==> src/rtl/complex_nr_pkg.sv <==
// Shared definitions for the complex multiplier / accumulator pair:
// default widths, field-slice helpers and the accumulator FSM encoding.
package complex_nr_pkg;

  localparam int DEF_DATA_WIDTH = 8;
  localparam int DEF_ACC_LEN    = 4;
  localparam int DEF_GUARD_BITS = 4;

  // Width of one signed product component coming out of the multiplier.
  function automatic int prod_width(input int data_width);
    return 2 * data_width;
  endfunction

  // Width of one accumulator component: product width plus guard bits.
  function automatic int acc_width(input int data_width, input int guard_bits);
    return 2 * data_width + guard_bits;
  endfunction

  // Real field occupies the upper half of a packed complex word; imag the lower.
  function automatic int re_lsb(input int comp_width);
    return comp_width;
  endfunction

  function automatic int re_msb(input int comp_width);
    return 2 * comp_width - 1;
  endfunction

  function automatic int im_msb(input int comp_width);
    return comp_width - 1;
  endfunction

  typedef enum logic {
    ST_ACCUM = 1'b0,
    ST_HOLD  = 1'b1
  } acc_state_e;

endpackage

==> src/rtl/complex_nr_acc_lane.sv <==
// One accumulator lane: sign-extends a product component, adds it to the
// running sum and clears when the sum is handed off.
module complex_nr_acc_lane #(
  parameter int IN_W = 16,
  parameter int AW   = 20
) (
  input  logic            clk,
  input  logic            sw_rst,
  input  logic            add_en,
  input  logic            clear,
  input  logic [IN_W-1:0] sample,
  output logic [AW-1:0]   sum
);

  logic [AW-1:0] acc_q;
  logic [AW-1:0] acc_d;
  logic [AW-1:0] sample_ext;

  // Running sum including this cycle's sample; cleared when the sum closes.
  always_comb begin
    sample_ext = {{(AW-IN_W){sample[IN_W-1]}}, sample};
    sum        = acc_q + (add_en ? sample_ext : '0);
    acc_d      = clear ? '0 : sum;
  end

  // Accumulator register with synchronous reset.
  always_ff @(posedge clk) begin
    if (sw_rst) acc_q <= '0;
    else        acc_q <= acc_d;
  end

endmodule

==> src/rtl/complex_nr_acc.sv <==
// Complex product accumulator: sums ACC_LEN products (or fewer on flush)
// and presents each finished sum on a valid/ready output.
module complex_nr_acc
  import complex_nr_pkg::*;
#(
  parameter int DATA_WIDTH = DEF_DATA_WIDTH,
  parameter int ACC_LEN    = DEF_ACC_LEN,
  parameter int GUARD_BITS = DEF_GUARD_BITS,
  localparam int PW = prod_width(DATA_WIDTH),
  localparam int AW = acc_width(DATA_WIDTH, GUARD_BITS),
  localparam int CW = $clog2(ACC_LEN + 1)
) (
  input  logic              clk,
  input  logic              sw_rst,
  input  logic              in_val,
  output logic              in_ready,
  input  logic [2*PW-1:0]   in_data,
  input  logic              flush,
  output logic              out_val,
  input  logic              out_ready,
  output logic [2*AW-1:0]   out_data,
  output logic [CW-1:0]     out_cnt
);

  acc_state_e state_q, state_d;
  logic [CW-1:0]   cnt_q, cnt_d;
  logic            out_val_q, out_val_d;
  logic [2*AW-1:0] out_data_q, out_data_d;
  logic [CW-1:0]   out_cnt_q, out_cnt_d;

  logic          fire;
  logic          close_sum;
  logic [AW-1:0] sum_re;
  logic [AW-1:0] sum_im;

  // Ready is purely a function of state and downstream ready (low in reset).
  assign in_ready = !sw_rst && ((state_q == ST_ACCUM) || out_ready);
  assign fire     = in_val && in_ready;

  complex_nr_acc_lane #(.IN_W(PW), .AW(AW)) u_lane_re (
    .clk    (clk),
    .sw_rst (sw_rst),
    .add_en (fire),
    .clear  (close_sum),
    .sample (in_data[re_msb(PW):re_lsb(PW)]),
    .sum    (sum_re)
  );

  complex_nr_acc_lane #(.IN_W(PW), .AW(AW)) u_lane_im (
    .clk    (clk),
    .sw_rst (sw_rst),
    .add_en (fire),
    .clear  (close_sum),
    .sample (in_data[im_msb(PW):0]),
    .sum    (sum_im)
  );

  // Next-state logic: decide whether the sum closes and update count/output.
  always_comb begin
    state_d    = state_q;
    cnt_d      = cnt_q;
    out_val_d  = out_val_q;
    out_data_d = out_data_q;
    out_cnt_d  = out_cnt_q;

    close_sum = (fire && (cnt_q == CW'(ACC_LEN - 1))) ||
                ((state_q == ST_ACCUM) && flush && ((cnt_q != '0) || fire));

    if (close_sum) begin
      cnt_d      = '0;
      out_val_d  = 1'b1;
      out_data_d = {sum_re, sum_im};
      out_cnt_d  = fire ? cnt_q + CW'(1) : cnt_q;
      state_d    = ST_HOLD;
    end else begin
      if (fire) cnt_d = cnt_q + CW'(1);
      if ((state_q == ST_HOLD) && out_ready) begin
        out_val_d = 1'b0;
        state_d   = ST_ACCUM;
      end
    end
  end

  // State and output registers with synchronous reset.
  always_ff @(posedge clk) begin
    if (sw_rst) begin
      state_q    <= ST_ACCUM;
      cnt_q      <= '0;
      out_val_q  <= 1'b0;
      out_data_q <= '0;
      out_cnt_q  <= '0;
    end else begin
      state_q    <= state_d;
      cnt_q      <= cnt_d;
      out_val_q  <= out_val_d;
      out_data_q <= out_data_d;
      out_cnt_q  <= out_cnt_d;
    end
  end

  assign out_val  = out_val_q;
  assign out_data = out_data_q;
  assign out_cnt  = out_cnt_q;

endmodule

==> config.mk <==
export PLATFORM = sky130hd
export DESIGN_NAME = complex_nr_acc
export DESIGN_NICKNAME = d
export VERILOG_FILES = /design/src/rtl/complex_nr_pkg.sv /design/src/rtl/complex_nr_acc_lane.sv /design/src/rtl/complex_nr_acc.sv
export SDC_FILE = /design/constraint.sdc
export NUM_CORES = 1
export LEC_CHECK = 0
export CAP_MARGIN = 40
export CORE_UTILIZATION = 54
export DETAILED_ROUTE_END_ITERATION = 12
export GPL_TIMING_DRIVEN = 0
export PLACE_DENSITY = 0.88
export SLEW_MARGIN = 30
export SYNTH_ARGS = -nofsm -noshare
export SYNTH_HDL_FRONTEND = slang
export SYNTH_HIERARCHICAL = 1
export SYNTH_SLANG_ARGS = --single-unit
==> constraint.sdc <==
create_clock -name clk -period 4.6 [get_ports clk]
set_input_delay 1.38 -clock clk [delete_from_list [all_inputs] [get_ports clk]]
set_output_delay 1.38 -clock clk [all_outputs]
set_load 0.01 [all_outputs]
Word level (Yosys, flattened, before mapping)
Index checks and enable logic that the tools add are counted.

cells by class
  add/subtract/negate cells = 3
  eq/ne operators = 1
  muxes and demuxes = 5
  bitwise gates (word level) = 1
  reduce and logical (&&, ||, !) cells = 13

operators with widths
  operator               count
  $add A20 B20 Y20       2
  $mux W20               2
  $logic_and A1 B1 Y1    6
  $add A3 B1 Y3 const B  1
  $eq A3 B2 Y1 const B   1
  $logic_or A1 B1 Y1     3
  $mux W3                1
  $reduce_bool A3 Y1     1
  $mux W1                2
  $reduce_bool A2 Y1     1
  $reduce_or A2 Y1       1
  $logic_not A1 Y1       1
  $not A1 Y1             1

word-level totals
  register bits = 87
  input bits = 37
  output and inout bits = 45
  logic and storage cells = 29

Depth between registers and ports, before layout
Gate-level depths: netlist of run 1.

  depth after elaboration = 8
  gate-level depth with buffers = 15
  gate-level depth less buffers = 14

Modules after synthesis
The synthesis of run 1 kept the hierarchy.

by module, submodules not included
  module                           times used  cells each  area each (µm²)  sequential area each (µm²)
  complex_nr_acc                   1           231         1946.9           940.9
  complex_nr_acc_lane (u_lane_re)  1           206         1739.2           400.4
  complex_nr_acc_lane (u_lane_im)  1           206         1724.2           400.4

Least setup slack after synthesis of run 1
Ideal clock, no wire load.

  path type = input -> register
  start point = in in_val
  end point = reg out_data_q[16] (netlist: out_data[16])
  arrival time = 3.895 ns
  setup slack = 0.634 ns
  cell stages on the path = 14
  buffers on the path = 1
  path through = nor2b_1 nand2_1 inv_1 clkbuf_1 and2_1 ha_1 and3_2 a221oi_4 or2_1 a21oi_2 a221oi_2 xnor2_1 nand3_1 a21oi_1

between the ends
  elaborated cells on any way between the ends = 7
  classes of those cells = add/sub (1); mux (1); reduce/logical (5)

RTL lines
  item                  line                       RTL
  from (decl)           complex_nr_acc.sv:15       input logic in_val,
  $logic_and A1 B1 Y1   complex_nr_acc.sv:38       assign fire = in_val && in_ready;
  net fire              complex_nr_acc.sv:31       logic fire;
  $mux W20              complex_nr_acc_lane.sv:22  sum = acc_q + (add_en ? sample_ext : '0);
  $add A20 B20 Y20      complex_nr_acc_lane.sv:22
  net sum_im[16]        complex_nr_acc.sv:34       logic [AW-1:0] sum_im;
  to (signal assigned)  complex_nr_acc.sv:96       out_data_q <= out_data_d;
  to (decl)             complex_nr_acc.sv:28       logic [2*AW-1:0] out_data_q, out_data_d;

The timed path passes the listed nets, and every way through them passes these cells.
A chain may end at the register's enable or synchronous reset.

Final worst setup path of run 1
  start point = in out_ready
  end point = reg out_data_q[14] (netlist: out_data[14])

between the ends
  elaborated cells on any way between the ends = 9
  classes of those cells = add/sub (1); mux (1); reduce/logical (7)

RTL lines
  item                 line                       RTL
  from (decl)          complex_nr_acc.sv:20       input logic out_ready,
  $logic_or A1 B1 Y1   complex_nr_acc.sv:37       assign in_ready = !sw_rst && ((state_q == ST_ACCUM) || out_ready);
  $logic_and A1 B1 Y1  complex_nr_acc.sv:37
  $logic_and A1 B1 Y1  complex_nr_acc.sv:38
  net fire             complex_nr_acc.sv:31
  $mux W20             complex_nr_acc_lane.sv:22
  $add A20 B20 Y20     complex_nr_acc_lane.sv:22
  net sum_im[14]       complex_nr_acc.sv:34

The timed path passes the listed nets, and every way through them passes these cells.

==> impl_metrics.ini, run 1 <==
[power_and_ir_drop]
p_seq_share_pct = 44.1
p_int_mw = 1.30
max-vdd-ir-drop_mv = 0.143
swShare_pct = 29.6
power.share.combinational_pct = 22.3
p_clk_share_pct = 33.5
p_leak_nw = 2.84
total_power_mw = 1.84
pwr_density_cell_mw_per_mm2 = 274
netSwitchingPower_mw = 0.545

[synthesis]
ys_ff_latch = 87
ys_types = 68
synth-edff-count = 0
ys_seq_area_share_pct = 32.2
syn_area_mm2 = 0.00541
synth_nets = 723
yosys_warnings = 6
syn_area_per_cell_um2 = 8.41
synth_cells = 643
synthFlopType = dfxtp_1
ys_async_sr_fraction_pct = 0

[sta]
hold_ws_ps = 481
setup_viol = 0
drv_slew = 0
fmaxAchievable_mhz = 225
relSlewSlack_pct = 48.8
finalHoldViolCount = 0
timing.final.ws_setup_ps = 157
period_minus_slack_ps = 4440
fin_skew_ps = 15.1
timing.final.crit_share_pct = 96.6
worstMarginPinSlew_ps = 764

[detailed_routing]
wl_met3_um = 1030
drc = 0
drt_iter0_markers = 282
via_per_inst = 5.96
routed_wl_um = 14300
wl_per_cell_um = 16.2
via_count = 5251
wl_met1_um = 6050
wl_met2_um = 6870
drt_pass1_iterations = 5
maxUsedRoutingLayer = met4
ant_nets = 0

[finish]
final_cells = 881
layout_commonest_cell = dfxtp_1
mostFrequentLayoutCells = dfxtp_1, clkdlybuf4s50_1, a21oi_1
final_nets = 823
syn_to_final_growth_pct = 24.3
drive_gt1_share_pct = 10.6
antenna-diode-count = 0

[die]
rows = 36
die_y_um = 102
ios = 82
core_mm2 = 0.00973
die_x_um = 102
start_util_pct = 55.6
die_area_mm2 = 0.0104

[place]
dp_hpwl_um = 10600
place_inst = 857
numPortBuffers = 81
gp_congestion = 0.891
dpl_worst_slack_ps = -921

[global_route]
antenna_found_initial = 0
overflow = 0
grt_max_degree = 16
first_global_vias = 5039
track_usage_pct = 28.1
grt_pass1_wl_um = 23000

[critical_path]
critPathArrivalTime_ps = 4750
worst_r2r_startpoint = out_val
critPathKind = input port to flop
worstPathRequired_ps = 4900
cp_max_fo = 6
worstSetupStartpointType = input port
r2r_setup_slack_ps = 1220
reg2reg_to = out_data[14]
ff2ff_path_depth = 15
crit_path_end_kind = flop

[worst_hold_path]
hold_path_end = out_data[30]
hold_depth = 2
min_path_type = flop to flop
min-delay-start = out_data[30]

[cts]
htree_levels = 3
clkLatencyLatePin_ps = 380
clk_pin_slew_ps = 90
clock_sinks = 87
cts_tree = done
cts_buffers = 9
cts_root_buf = clkbuf_8
clock_path_buffers = 2

[run]
drv_cap = 0

[status]
outcome = complete, no violations
-- critical path, cell delays in order --
cell and delay (ps):
clkdlybuf4s50_1 420, nand2b_1 210, nand2_4 130, clkinvlp_4 160
buf_4 190, and2_1 140, ha_1 200, fa_1 410
a21o_1 220, a221oi_4 370, buf_4 170, o32a_2 160
and3b_1 210, xnor2_2 130, nand3_1 100, a21oi_1 140
-- routing by layer --
layer | vias up | global-route usage [%]
met5 | - | 0
met4 | 0 | 10.7
met3 | 31 | 4.72
met2 | 208 | 48.8
met1 | 2498 | 34.7
li1 | 2514 | -
-- stage by stage --
| step | utilization [%] | TNS (ps) | area, um2 |
|---|---|---|---|
| after floorplan | - | 0 | 5410 |
| after global placement | 65.7 | -28600 | 6390 |
| after detailed placement | 65.7 | -33790 | 6390 |
| after CTS | 68.3 | 0 | 6650 |
| after global routing | 69.1 | -40.1 | 6730 |
| final | 69.1 | 0 | 6730 |
-- how the worst max path moves through the flow --
stage	from	to	slack, ps	cells past startpoint
floorplan	in_val	out_data[16]	630	14
global placement	sw_rst	out_data[16]	-840	15
detailed placement	sw_rst	out_data[38]	-920	16
CTS	out_ready	out_data[16]	6	16
global route	in_val	out_data[39]	-30	16
finish	out_ready	out_data[14]	160	16
-- registers in the layout, indices dropped and copies added (netlist names) --
register         count
out_data            40
u_lane_im/acc_q     20
out_cnt              3
cnt_q                3
u_lane_re/acc_q     20
out_val              1
-- power by group through the flow --
stage	registers [mW]	clock network (mW)	logic, mW
after global routing	0.816	0.653	0.451
after floorplan	0.831	0	0.260
after detailed placement	0.830	0	0.395
after global placement	0.828	0	0.378
final	0.812	0.618	0.412
after CTS	0.812	0.627	0.401
-- logic make-up after synthesis --
group	Yosys count	share of synthesized area (%)
simple gates	222	22.3
buf+inv	46	4.16
flops	87	32.2
fa+ha+maj	43	10.2
xor+xnor	30	5.00
mux	7	1.30
compound gates	208	24.8
-- Yosys cell counts, drive strengths merged (6+ instances only) --
| library cell | number | area share (%) |
|---|---|---|
| a211oi | 8 | 1.1 |
| a21o | 17 | 2.4 |
| a21oi | 77 | 7.6 |
| a31oi | 8 | 1.0 |
| and2 | 61 | 7.1 |
| and3 | 6 | 0.72 |
| buf | 14 | 1.8 |
| clkbuf | 21 | 1.6 |
| dfxtp | 87 | 32 |
| ha | 41 | 9.5 |
| inv | 11 | 0.76 |
| mux2i | 7 | 1.3 |
| nand2 | 33 | 2.3 |
| nand2b | 8 | 0.93 |
| nand3 | 48 | 4.4 |
| nand4 | 6 | 0.69 |
| nor2 | 26 | 1.8 |
| nor3 | 8 | 0.74 |
| o211ai | 6 | 1.0 |
| o21ai | 58 | 5.4 |
| or3 | 10 | 1.2 |
| xnor2 | 15 | 2.6 |
| xor2 | 15 | 2.4 |
-- area by class of cell --
cell class,instances,area (um2)
Sequential cell,87,1740
Buffer,35,186
Tap cell,133,166
Clock inverter,6,92.6
Fill cell,765,3000
Timing Repair Buffer,89,872
Clock buffer,10,138
Multi-Input combinational cell,510,3480
Inverter,11,45.0
-- timing repair --
action / in CTS / in global routing
setup buffers: 3 / 4
pin swaps: 0 / 2
gates resized for setup: 5 / 10
hold buffers: 0 / 0
endpoints found under the setup margin: 50 / 14
No activity file was read; power rests on OpenSTA's default activity.
==> inputs of run 2 (changes only) <==
SKIP_CTS_REPAIR_TIMING = 1   (was not set)
==> impl_metrics.ini, run 2 (synthesis gave the netlist of run 1 again) <==
[power_and_ir_drop]
max-vdd-ir-drop_mv = 0.144
p_leak_nw = 2.85
pwr_density_cell_mw_per_mm2 = 274

[detailed_routing]
drt_pass1_iterations = 6
drc = 0
routed_wl_um = 14200
via_count = 5222
wl_per_cell_um = 16.1
via_per_inst = 5.92
ant_nets = 0
drt_iter0_markers = 297

[critical_path]
cpPeakStageDelay_ps = 420
ff2ff_path_depth = 15
crit_family = buffers and inverters
critPathKind = input port to flop
r2r_setup_slack_ps = 1190
crit_buf_inv = 4
crit_top_cell = buf_4
worstPathRequired_ps = 4900
critPathArrivalTime_ps = 4780
path_cells = clkdlybuf4s50_1 > nand2b_1 > nand2_2 > clkinvlp_4 > buf_4 > and2_1 > ha_1 > fa_1 > a21o_1 > a221oi_4 > buf_4 > o32a_2 > and3b_1 > xnor2_2 > nand3_1 > a21oi_1
crit_path_end_kind = flop
worstSetupStartpointType = input port
slowest_stage = clkdlybuf4s50_1
reg2reg_to = out_data[14]
worst_r2r_startpoint = out_val
cp_max_fo = 8

[sta]
drv_slew = 0
hold_ws_ps = 479
relSlewSlack_pct = 46.2
finalSetupTns_ps = 0
timing.final.ws_setup_ps = 123
fmaxAchievable_mhz = 223
finalHoldViolCount = 0
setup_viol = 0
timing.final.crit_share_pct = 97.3
fin_skew_ps = 14.6
worstMarginPinSlew_ps = 805
period_minus_slack_ps = 4480

[place]
place_inst = 857
gp_congestion = 0.891
dp_hpwl_um = 10600
dpl_worst_slack_ps = -921
numPortBuffers = 81

[finish]
mostFrequentLayoutCells = dfxtp_1, clkdlybuf4s50_1, a21oi_1
syn_to_final_growth_pct = 24.2
final_nets = 824
final_cells = 882
layout_commonest_cell = dfxtp_1
drive_gt1_share_pct = 10.4
nFillCells = 767
antenna-diode-count = 0
largest_reg_flops = 40

[die]
ios = 82
die_y_um = 102
die_area_mm2 = 0.0104
start_util_pct = 55.6
core_mm2 = 0.00973
rows = 36
die_x_um = 102

[cts]
clkLatencyLatePin_ps = 380
clock_sinks = 87
cts_root_buf = clkbuf_8
clk_pin_slew_ps = 90
cts_tree = done
htree_levels = 3
clock_path_buffers = 2
cts_buffers = 9

[global_route]
track_usage_pct = 27.9
first_global_vias = 5026
antenna_found_initial = 0
overflow = 0
grt_max_degree = 16
grt_pass1_wl_um = 22900

[worst_hold_path]
hold_path_end = out_data[30]
hold_depth = 2
min_path_type = flop to flop
min-delay-start = out_data[30]

[status]
outcome = complete, no violations

[run]
drv_cap = 0
run 2: how the worst max path moves through the flow:
stage          cells after the start            to  startpoint
6_report                          16  out_data[14]   out_ready
5_1_grt                           16  out_data[10]   out_ready
4_1_cts                           16  out_data[38]      sw_rst
3_5_place_dp                      16  out_data[38]      sw_rst
3_3_place_gp                      15  out_data[16]      sw_rst
2_1_floorplan                     14  out_data[16]      in_val
run 2: routing by layer:
layer / GRT usage, % / up-vias / routed length (um) / share of wire (%)
met2: 48.4 / 167 / 6900 / 49
met5: 0 / - / 0 / 0
li1: - / 2516 / - / -
met1: 34.4 / 2511 / 6200 / 44
met3: 5.06 / 28 / 819 / 5.8
met4: 10.9 / 0 / 297 / 2.1
run 2: cell type report:
| class | count | area [um2] | area share, % |
|---|---|---|---|
| well taps | 133 | 166 | 2.48 |
| inverters | 11 | 45.0 | 0.670 |
| multi-input cells | 510 | 3470 | 51.6 |
| clock buffers | 10 | 138 | 2.05 |
| repair buffers | 90 | 881 | 13.1 |
| clock inverters | 6 | 92.6 | 1.38 |
| flip-flops and latches | 87 | 1740 | 25.9 |
| plain buffers | 35 | 189 | 2.81 |
run 2: report_power, final:
part | switching (mW) | leakage [nW] | total [mW] | internal, mW
Combinational | 0.231 | 2.04 | 0.412 | 0.180
Sequential | 0.0186 | 0.707 | 0.812 | 0.794
Clock | 0.295 | 0.109 | 0.618 | 0.323
Total | 0.545 | 2.85 | 1.84 | 1.30
run 2: metrics by stage:
step	instance area (um2)	utilization, %	total power, mW
floorplan	5410	-	1.09
detailed placement	6390	65.7	1.22
finish	6720	69.1	1.84
global route	6720	69.1	1.92
global placement	6390	65.7	1.21
CTS	6620	68.0	1.84
run 2: worst register-to-register path, delay by kind of cell (launching register included):
kind,cells,cell delay (ps)
buf+inv,3,550
flops,1,420
compound gates,4,880
fa+ha+maj,2,610
simple gates,5,740
xor+xnor,1,130
==> inputs of run 3 (changes only) <==
CORE_UTILIZATION = 28   (was 54)
PLACE_DENSITY = 0.55   (was 0.88)
==> impl_metrics.ini, run 3 (synthesis gave the netlist of run 1 again) <==
[critical_path]
worstSetupStartpointType = input port
path_cells = clkdlybuf4s50_1 > nor2b_2 > nand2_2 > clkinvlp_4 > buf_4 > and2_1 > ha_1 > fa_1 > a21o_1 > a221oi_4 > or2_1 > a21oi_2 > a221oi_4 > xnor2_1 > nand3_1 > a21oi_1
critPathArrivalTime_ps = 4740
cp_max_fo = 5
crit_top_cell = a221oi_4
worstPathRequired_ps = 4870
critPathKind = input port to flop
slowest_stage = clkdlybuf4s50_1
r2r_setup_slack_ps = 1280
ff2ff_path_depth = 15
crit_buf_inv = 3
worst_r2r_startpoint = out_val
reg2reg_to = out_data[16]
cpPeakStageDelay_ps = 430
crit_path_end_kind = flop
crit_family = compound AO/OA/AOI/OAI gates

[finish]
design_area_mm2 = 0.00699
drive_gt1_share_pct = 10.9
mostFrequentLayoutCells = dfxtp_1, clkdlybuf4s50_1, a21oi_1
syn_to_final_growth_pct = 29.2
final_nets = 824
nFillCells = 1947
largest_reg_flops = 40
antenna-diode-count = 0
layout_commonest_cell = dfxtp_1

[place]
dp_hpwl_um = 10800
place_area_mm2 = 0.00655
gp_congestion = 0.823
numPortBuffers = 81

[cts]
cts_buffers = 9
clock_sinks = 87
htree_levels = 3
clock_path_buffers = 2
clk_pin_slew_ps = 60
clkLatencyLatePin_ps = 340
cts_root_buf = clkbuf_16
cts_tree = done

[sta]
setup_viol = 0
rsz0062_at_grt = true
period_minus_slack_ps = 4460
drv_slew = 0
worstMarginPinSlew_ps = 693
relSlewSlack_pct = 53.6
timing.final.crit_share_pct = 97.0
fmaxAchievable_mhz = 224
fin_skew_ps = 4.80
finalHoldViolCount = 0

[detailed_routing]
wl_per_cell_um = 14.2
drt_pass1_iterations = 4
drc = 0
via_count = 4866
routed_wl_um = 14300
ant_nets = 0
drt_iter0_markers = 278
via_per_inst = 4.82

[global_route]
antenna_found_initial = 0
first_global_vias = 4555
track_usage_pct = 14.8
overflow = 0
grt_max_degree = 15
grt_pass1_wl_um = 23200

[worst_hold_path]
hold_depth = 2
hold_path_end = out_data[34]
min-delay-start = out_data[34]
min_path_type = flop to flop

[die]
rows = 50
start_util_pct = 28.7
die_y_um = 141
die_area_mm2 = 0.0199
die_x_um = 141
ios = 82
core_mm2 = 0.0188

[run]
drv_cap = 0

[status]
outcome = complete, no violations

[power_and_ir_drop]
p_leak_nw = 2.89
pwr_density_cell_mw_per_mm2 = 288
total_power_mw = 2.01
max-vdd-ir-drop_mv = 0.184
[run 3: final cells by class]
type,count,area (um2),share of cell area [%]
sequential,87,1740,24.9
clock inverter,5,81.3,1.16
buffer,35,189,2.70
timing repair buffer,90,873,12.5
multi-input combinational,510,3490,49.9
inverter,11,45.0,0.644
tap,260,325,4.65
clock buffer,11,243,3.47
[run 3: routing by layer]
layer	up-vias	part of all wire, %	track usage (%)
met2	98	46	24.3
met3	10	3.7	3.29
met4	0	1.1	3.83
met1	2243	49	19.6
li1	2515	-	-
met5	-	0	0
[run 3: how the worst max path moves through the flow]
stage	start	to	slack (ps)	cells after the start
detailed placement	sw_rst	out_data[16]	-1040	16
global placement	sw_rst	out_data[16]	-1000	16
finish	in_val	out_data[16]	140	16
CTS	sw_rst	out_data[16]	-700	16
floorplan	in_val	out_data[16]	630	14
global route	in_val	out_data[16]	-70	16
[run 3: worst register-to-register path, stage by stage, from the launching register on]
cell	delay, ps
dfxtp_1	390
nand2b_1	120
nand2_2	140
clkinvlp_4	180
buf_4	200
and2_1	140
ha_1	200
fa_1	420
a21o_1	220
a221oi_4	320
or2_1	170
a21oi_2	90
a221oi_4	300
xnor2_1	160
nand3_1	80
a21oi_1	120
[run 3: metrics by stage]
stage	util [%]	hold slack (ps)	setup TNS, ps	cells	worst slack (ps)
global route	37.1	503	-80.7	1009	-74.7
CTS	36.5	478	-17910	1000	-696
global placement	34.8	467	-36060	984	-995
detailed placement	34.8	469	-38340	984	-1040
finish	37.1	474	0	1009	137
floorplan	-	490	0	643	634
[run 3: power by group]
part	switching, mW	total [mW]	internal, mW
logic	0.224	0.403	0.180
registers	0.0184	0.813	0.795
clock network	0.307	0.797	0.491
